===== src/rtl/rr_arb_mux_if.sv =====
// Handshake bundle for rr_arb_mux: N_CH valid/ready producers in, one
// registered valid/ready beat with its channel index out.
interface rr_arb_mux_if #(
  parameter int N_CH   = 4,
  parameter int DATA_W = 8
);
  localparam int SEL_W = $clog2(N_CH);

  logic                     mode;
  logic [N_CH*DATA_W-1:0]   in_data;
  logic [N_CH-1:0]          in_valid;
  logic [N_CH-1:0]          in_ready;
  logic [DATA_W-1:0]        out_data;
  logic [SEL_W-1:0]         out_sel;
  logic                     out_valid;
  logic                     out_ready;

  // Environment side: drives producers and the downstream ready.
  modport master (
    output mode, in_data, in_valid, out_ready,
    input  in_ready, out_data, out_sel, out_valid
  );

  // Arbiter side.
  modport slave (
    input  mode, in_data, in_valid, out_ready,
    output in_ready, out_data, out_sel, out_valid
  );
endinterface


===== src/rtl/rr_arb_mux.sv =====
// N_CH-to-1 valid/ready arbiter mux with a single-entry registered output
// stage. Round-robin (mode=0) or fixed priority, ch0 highest (mode=1).
module rr_arb_mux #(
  parameter int N_CH   = 4,
  parameter int DATA_W = 8
) (
  input  logic          clk,
  input  logic          rst,
  rr_arb_mux_if.slave   bus
);
  localparam int SEL_W = $clog2(N_CH);
  // One extra bit so ptr + offset can exceed N_CH-1 before wrapping.
  localparam int IW    = SEL_W + 1;

  logic [SEL_W-1:0]  ptr_q;
  logic [DATA_W-1:0] data_q;
  logic [SEL_W-1:0]  sel_q;
  logic              valid_q;

  logic              load_en;
  logic              gnt_vld;
  logic [SEL_W-1:0]  gnt_idx;
  logic [IW-1:0]     start;
  logic [IW-1:0]     idx;
  logic              xfer;
  logic [SEL_W-1:0]  ptr_nxt;

  // Output stage can take a beat when empty or being drained this cycle.
  assign load_en = !valid_q || bus.out_ready;

  // Grant search: ascending from ptr (round-robin) or from 0 (fixed), wrapping at N_CH.
  // NOTE: every signal written here gets a default first, so no path leaves it
  // unassigned and no latch is inferred.
  always_comb begin
    gnt_vld = 1'b0;
    gnt_idx = '0;
    start   = bus.mode ? '0 : {1'b0, ptr_q};
    idx     = '0;
    for (int k = 0; k < N_CH; k++) begin
      idx = start + IW'(k);
      if (idx >= IW'(N_CH)) idx = idx - IW'(N_CH);
      if (!gnt_vld && bus.in_valid[idx[SEL_W-1:0]]) begin
        gnt_vld = 1'b1;
        gnt_idx = idx[SEL_W-1:0];
      end
    end
  end

  // Ready is driven only toward the winner and never while in reset; no in_data path.
  always_comb begin
    bus.in_ready = '0;
    if (!rst && gnt_vld && load_en) bus.in_ready[gnt_idx] = 1'b1;
  end

  // The winner's valid is implied by the grant, so grant && load_en is the handshake.
  assign xfer    = !rst && gnt_vld && load_en;
  assign ptr_nxt = (gnt_idx == SEL_W'(N_CH - 1)) ? '0 : gnt_idx + 1'b1;

  // Output stage and round-robin pointer, synchronous reset.
  // NOTE: state is updated with non-blocking assignments so every register
  // samples pre-edge values regardless of statement order.
  always_ff @(posedge clk) begin
    if (rst) begin
      valid_q <= 1'b0;
      data_q  <= '0;
      sel_q   <= '0;
      ptr_q   <= '0;
    end else if (xfer) begin
      valid_q <= 1'b1;
      data_q  <= bus.in_data[gnt_idx*DATA_W +: DATA_W];
      sel_q   <= gnt_idx;
      if (!bus.mode) ptr_q <= ptr_nxt;
    end else if (bus.out_ready) begin
      valid_q <= 1'b0;
    end
  end

  assign bus.out_valid = valid_q;
  assign bus.out_data  = data_q;
  assign bus.out_sel   = sel_q;
endmodule


===== src/flat_wrapper.sv =====
// flat-port wrapper written by rule: the top's interface ports become plain ports
module rr_arb_mux_flat 
#(
  parameter int N_CH   = 4,
  parameter int DATA_W = 8
)
  (clk, rst, bus_mode, bus_in_data, bus_in_valid, bus_out_ready, bus_in_ready, bus_out_data, bus_out_sel, bus_out_valid);
  rr_arb_mux_if #(.N_CH(N_CH), .DATA_W(DATA_W)) bus_i ();
  input  logic clk;
  input  logic rst;
  input wire logic [$bits(bus_i.mode)-1:0] bus_mode;
  input wire logic [$bits(bus_i.in_data)-1:0] bus_in_data;
  input wire logic [$bits(bus_i.in_valid)-1:0] bus_in_valid;
  input wire logic [$bits(bus_i.out_ready)-1:0] bus_out_ready;
  output wire logic [$bits(bus_i.in_ready)-1:0] bus_in_ready;
  output wire logic [$bits(bus_i.out_data)-1:0] bus_out_data;
  output wire logic [$bits(bus_i.out_sel)-1:0] bus_out_sel;
  output wire logic [$bits(bus_i.out_valid)-1:0] bus_out_valid;
  assign bus_i.mode = bus_mode;
  assign bus_i.in_data = bus_in_data;
  assign bus_i.in_valid = bus_in_valid;
  assign bus_i.out_ready = bus_out_ready;
  assign bus_in_ready = bus_i.in_ready;
  assign bus_out_data = bus_i.out_data;
  assign bus_out_sel = bus_i.out_sel;
  assign bus_out_valid = bus_i.out_valid;
  rr_arb_mux #(.N_CH(N_CH), .DATA_W(DATA_W)) u_core (.clk(clk), .rst(rst), .bus(bus_i));
endmodule

===== config.mk =====
export PLATFORM = sky130hd
export DESIGN_NAME = rr_arb_mux_flat
export DESIGN_NICKNAME = d
export VERILOG_FILES = /design/src/rtl/rr_arb_mux_if.sv /design/src/rtl/rr_arb_mux.sv /design/src/flat_wrapper.sv
export SDC_FILE = /design/constraint.sdc
export NUM_CORES = 1
export LEC_CHECK = 0
export CAP_MARGIN = 25
export CORE_UTILIZATION = 42
export CTS_CLUSTER_SIZE = 30
export DETAILED_ROUTE_END_ITERATION = 10
export PLACE_DENSITY_LB_ADDON = 0.3
export SYNTH_ARGS = -nofsm -noshare
export SYNTH_HDL_FRONTEND = slang
export SYNTH_SLANG_ARGS = --single-unit

===== constraint.sdc =====
create_clock -name clk -period 6.5 [get_ports clk]
set_input_delay 1.3 -clock clk [delete_from_list [all_inputs] [get_ports clk]]
set_output_delay 1.3 -clock clk [all_outputs]
set_load 0.03 [all_outputs]

### After elaboration in Yosys (flattened, before gate mapping)

Cells that the tools add are included.

| storage, ports and cells | value |
|---|---|
| input port bits | 40 |
| register bits | 13 |
| logic and storage cells | 66 |

| cells by class | value |
|---|---|
| multiplexer cells | 27 |
| $add $sub $neg | 8 |
| shift operators | 1 |
| order comparisons | 10 |
| reduce and logical (&&, ||, !) cells | 14 |
| equality and inequality tests | 1 |
| bitwise logic cells | 1 |

Operators by type and width:

| operator | count |
|---|---|
| $shiftx 32x6->8 | 1 |
| $mux 2 | 10 |
| $lt 2x3->1 const B | 5 |
| $ge 3x3->1 const B | 4 |
| $mux 1 | 11 |
| $bmux 1 s2 | 4 |
| $sub 2x1->2 const B | 4 |
| $add 2x2->3 const B | 2 |
| $logic_and 1x1->1 | 6 |
| $logic_not 1->1 | 5 |
| $mux 4 | 1 |
| $add 2x1->3 const B | 1 |
| $add 2x1->2 const B | 1 |
| $demux 1 s2 | 1 |
| $eq 2x2->1 const B | 1 |
| $ge 2x1->1 const B | 1 |
| $reduce_and 2->1 | 1 |
| $reduce_bool 2->1 | 1 |
| $logic_or 1x1->1 | 1 |
| $not 1->1 | 1 |

### Longest topological paths before layout

| logic depth | value |
|---|---|
| depth after elaboration | 20 |
| depth in mapped cells | 10 |

### Worst setup path before layout

No wires, ideal clock.

| path | value |
|---|---|
| path kind | input to output |
| start point | in bus_mode |
| end point | out bus_in_ready[1] |
| setup slack | 1867 ps |
| buffers on the path | 1 |
| cell stages on the path | 6 |
| arrival time | 3333 ps |
| cells stage by stage | or4b_4 > o31ai_2 > o31ai_2 > a221o_2 > clkbuf_1 > nor3_1 |

| between the ends | value |
|---|---|
| word-level cells in the longest chain between the ends | 20 |
| elaborated cells on any way between the ends | 46 |

Ends and longest elaborated chain:

| what | line | source |
|---|---|---|
| start: declaration | flat_wrapper.sv:11 | `input wire logic [$bits(bus_i.mode)-1:0] bus_mode;` |
| $mux 2 * | rr_arb_mux.sv:37 | `start = bus.mode ? '0 : {1'b0, ptr_q};` |
| parallel branches: the longest is 18 deep, another holds $add 2x1->3 | - |  |
| $mux 4 * | rr_arb_mux.sv:52 | `if (!rst && gnt_vld && load_en) bus.in_ready[gnt_idx] = 1'b1;` |
| end: declaration | flat_wrapper.sv:15 | `output wire logic [$bits(bus_i.in_ready)-1:0] bus_in_ready;` |

Every way passes the cells marked *. The select of a mux whose other input is x is not followed.

### Worst setup path in the final report

| path | value |
|---|---|
| start point | in bus_mode |
| end point | out bus_in_ready[3] |

The elaborated chain is that of the path after synthesis.

==> summary.md <==
The run gives 0.28 ns as the clock latency on the worst-skew pair. The worst hold path begins at u_core.bus.out_data[1]$_SDFFE_PP0P_. TritonCTS built the clock tree. The maximum fanout along the worst path is 14.

H-tree depth: 1. The start point of the critical path is bus_mode. In the layout the commonest cells are sky130_fd_sc_hd__clkdlybuf4s50_1, sky130_fd_sc_hd__dfxtp_1, sky130_fd_sc_hd__nand2_1. The total clock buffers created by CTS was 3. The number of hold violations in the final report is 0. Port buffering added 54 buffers. Summed over all layers, the routed wires come to 3285 microns. The height of the chip was 51.31 microns. The worst hold path belongs to the class flip-flop to flip-flop. The critical path is of the primary input to output port type.

The logs give 5.20 ns for the required arrival time at the worst endpoint and 1217 for the detailed-route via count. The tools report the effective utilization at floorplan as 0.4528. In this run the number of cells on the critical path is 7. Relative to the synthesized area, the layout overhead comes to 54.66%. The wire-length estimate of the detail-placed layout is 2519 microns. In this run, post-CTS repair resized a total of 0 instances. The library cell appearing most often on the critical path was sky130_fd_sc_hd__clkdlybuf4s50_1.

In the routed layout, each cell is associated on average with a via count of 5.908. Counting every instance in the synthesized netlist gives 128. The number of hold buffers added after CTS was 0. The library cell used most frequently in the layout, excluding fill and tap cells, is sky130_fd_sc_hd__clkdlybuf4s50_1.

The tools report the reg-to-reg startpoint as u_core.ptr_q[0]$_SDFFE_PP0P_. For the site row count, the log shows 17. Final clock period utilization by the worst path: 0.9090.

Summing internal, switching and leakage power gives 0.3049 mW. The clock transition at the register clock pins on the worst setup and hold paths after CTS came out at 0.08 ns. Setup repair after global routing left no endpoint under its margin. The pre-antenna-repair detailed-routing pass consisted of 4 iterations. Static timing analysis puts the maximum clock frequency at 0.1693 GHz. The number of diodes is 0. For the final routed database, the setup TNS stands at 0 ns. A synthesized cell averages 7.976 sq um. The core footprint was 0.002255 sq mm.

Kind of capture point of the worst setup path: an output port. In this run, distinct cell masters in the synthesized netlist total 39. The number of antenna violations at the first check in global routing is 0, and the signal arrival time at the worst endpoint is 4.61 ns. Fraction of the yosys area taken by sequential cells: 0.2549.

For the pin with the worst max-slew slack, the measured transition is 0.6696 ns. The worst setup path is launched from a primary input. For the number of endpoints failing setup at the final stage, the log shows 0.

In this run the remaining antenna-violating nets after routing total 0. Synthesis produced a netlist with a net count of 168. The most used flip-flop cell after synthesis is sky130_fd_sc_hd__dfxtp_1. In this design, the stage delay of the slowest critical-path cell is 0.75 ns. After the last flow step, the layout net total stands at 219. The run finished with clean final reports. Entering global routing, the biggest net connects 24 pins. For this run the aggregate overflow at the end of global routing stands at 0. The slowest library cell on the worst path is sky130_fd_sc_hd__clkdlybuf4s50_1.

The tools report the number of post-CTS setup repair buffers as 0. The post-detailed-route wirelength per cell is 15.95 microns, and the power density relative to cell area is 193.1 mW/mm^2. The max-slew violation count is 0, and the die footprint is 0.002632 sq mm. The longest clock path from root to sink contains 2 buffers. The count of synthesis-stage warnings from yosys was 0; the number of synthesized flops with an enable pin was 0.

The final critical path time including I/O delays and setup works out to 5.908 ns. The largest delay contributor family on the critical path was buffers and inverters. VDD sags by at most 0.1443 mV. The reported leakage power came out at 0.5790 nW.

The number of buffers and inverters on the critical path is 2. The total routing usage reported by global routing was 0.2543. The cell at the root of the clock tree was sky130_fd_sc_hd__clkbuf_4. CTS saw 13 sinks. The fraction of registers with async set/reset works out to 0.

Between clock sinks in the finished design, the worst skew comes to 0.003456 ns. The normalized max-slew margin is 0.5536. The run gives 37 as the violation count after the first detailed-routing iteration. The max capacitance violation total is 0, and the number of synthesized register bits is 13. The first global-routing pass estimated 5119 microns of wire. 55 I/O pins were placed. The via count of the first global-routing pass was 1161; the detailed-route DRC error count was 0. The cell area that synthesis handed to floorplanning was 0.001021 sq mm.

The share of layout cells above drive strength 1 was 0.07303; the final weighted congestion in routability-driven placement was 0.8734. The critical path goes through clkdlybuf4s50_1, nor2b_1, a22o_1, o221a_2, o31ai_2, nor3b_4, clkdlybuf4s50_1. The logic depth of the worst register-to-register path came out at 7. The horizontal extent of the die was 51.31 microns; the worst hold path stage count was 2.
## path summary, 6_finish.rpt
| kind | slack [ns] | end |
|---|---|---|
| setup / recovery | 0.59 | bus_in_ready[3] |
| hold / removal | 0.48 | u_core.bus.out_data[1]$_SDFFE_PP0P_ |
| setup reg to reg | 3.68 | u_core.bus.out_data[6]$_SDFFE_PP0P_ |
| hold reg to reg | 0.48 | u_core.bus.out_data[1]$_SDFFE_PP0P_ |
## tightest hold or removal path: stages, from the launching register on
cell,delay (ns)
sky130_fd_sc_hd__dfxtp_1,0.33
sky130_fd_sc_hd__a22oi_1,0.06
sky130_fd_sc_hd__nand3_1,0.06
## metal layers
metal	GRT usage	share of wire	vias up	wire (microns)
met2	0.4605	0.52	49	1709
met3	0.06548	0.062	6	205
met5	0	0	-	0
li1	-	-	597	-
met4	0.07207	0.013	0	44
met1	0.2911	0.40	565	1326
## kinds of logic after synthesis
| family | synth area share |
|---|---|
| DFF | 0.2549 |
| xor gates and xnor gates | 0.008580 |
| and+or+nand+nor | 0.3174 |
| muxes | 0.04044 |
| AOI/OAI and AO/OA | 0.3052 |
| buffers and inverters | 0.07352 |
## flip-flops by register name, indices dropped and copies added (netlist names)
name,count
u_core.bus.out_data,8
u_core.bus.out_sel,2
u_core.ptr_q,2
u_core.bus.out_valid,1
## through the flow
step | hold WS, ns | std cells | cell area, sq um | utilization | setup slack, ns
final | 0.4845 | 206 | 1579 | 0.7003 | 0.5917
after global routing | 0.5186 | 206 | 1579 | 0.7003 | 0.4171
after CTS | 0.4899 | 206 | 1579 | 0.7003 | 0.6119
after detailed placement | 0.4668 | 202 | 1551 | 0.6881 | 0.6083
after global placement | 0.4631 | 202 | 1551 | 0.6881 | 0.7830
after floorplan | 0.6272 | 128 | 1021 | - | 1.867
## final cells by class
| cell class | instances | area, sq um |
|---|---|---|
| Clock buffer | 3 | 22.52 |
| Clock inverter | 1 | 5.005 |
| Fill cell | 196 | 675.6 |
| Inverter | 4 | 15.01 |
| Multi-Input combinational cell | 101 | 685.7 |
| Sequential cell | 13 | 260.3 |
| Tap cell | 28 | 35.03 |
| Timing Repair Buffer | 56 | 555.5 |
## cells in the mapped netlist, drive strengths merged (2+ instances only)
| cell type | instances | area share |
|---|---|---|
| a31oi | 8 | 0.049 |
| nand2b | 2 | 0.012 |
| clkbuf | 3 | 0.012 |
| nor3 | 5 | 0.025 |
| a22o | 2 | 0.017 |
| dfxtp | 13 | 0.25 |
| nor2b | 4 | 0.025 |
| mux2i | 3 | 0.029 |
| a22oi | 9 | 0.066 |
| nand2 | 12 | 0.044 |
| o21a | 2 | 0.015 |
| nor4b | 8 | 0.069 |
| nor2 | 9 | 0.033 |
| nand3b | 2 | 0.015 |
| buf | 7 | 0.047 |
| or4b | 2 | 0.023 |
| a21oi | 6 | 0.029 |
| o31ai | 4 | 0.044 |
| nand3 | 8 | 0.039 |
| inv | 4 | 0.015 |
## report_power, final
group | internal, mW | switching, mW | leakage, nW
clock | 0.0228 | 0.0278 | 0.0177
sequential | 0.0931 | 0.0103 | 0.108
combinational | 0.0710 | 0.0799 | 0.454
Power figures use the tool's default switching activity.
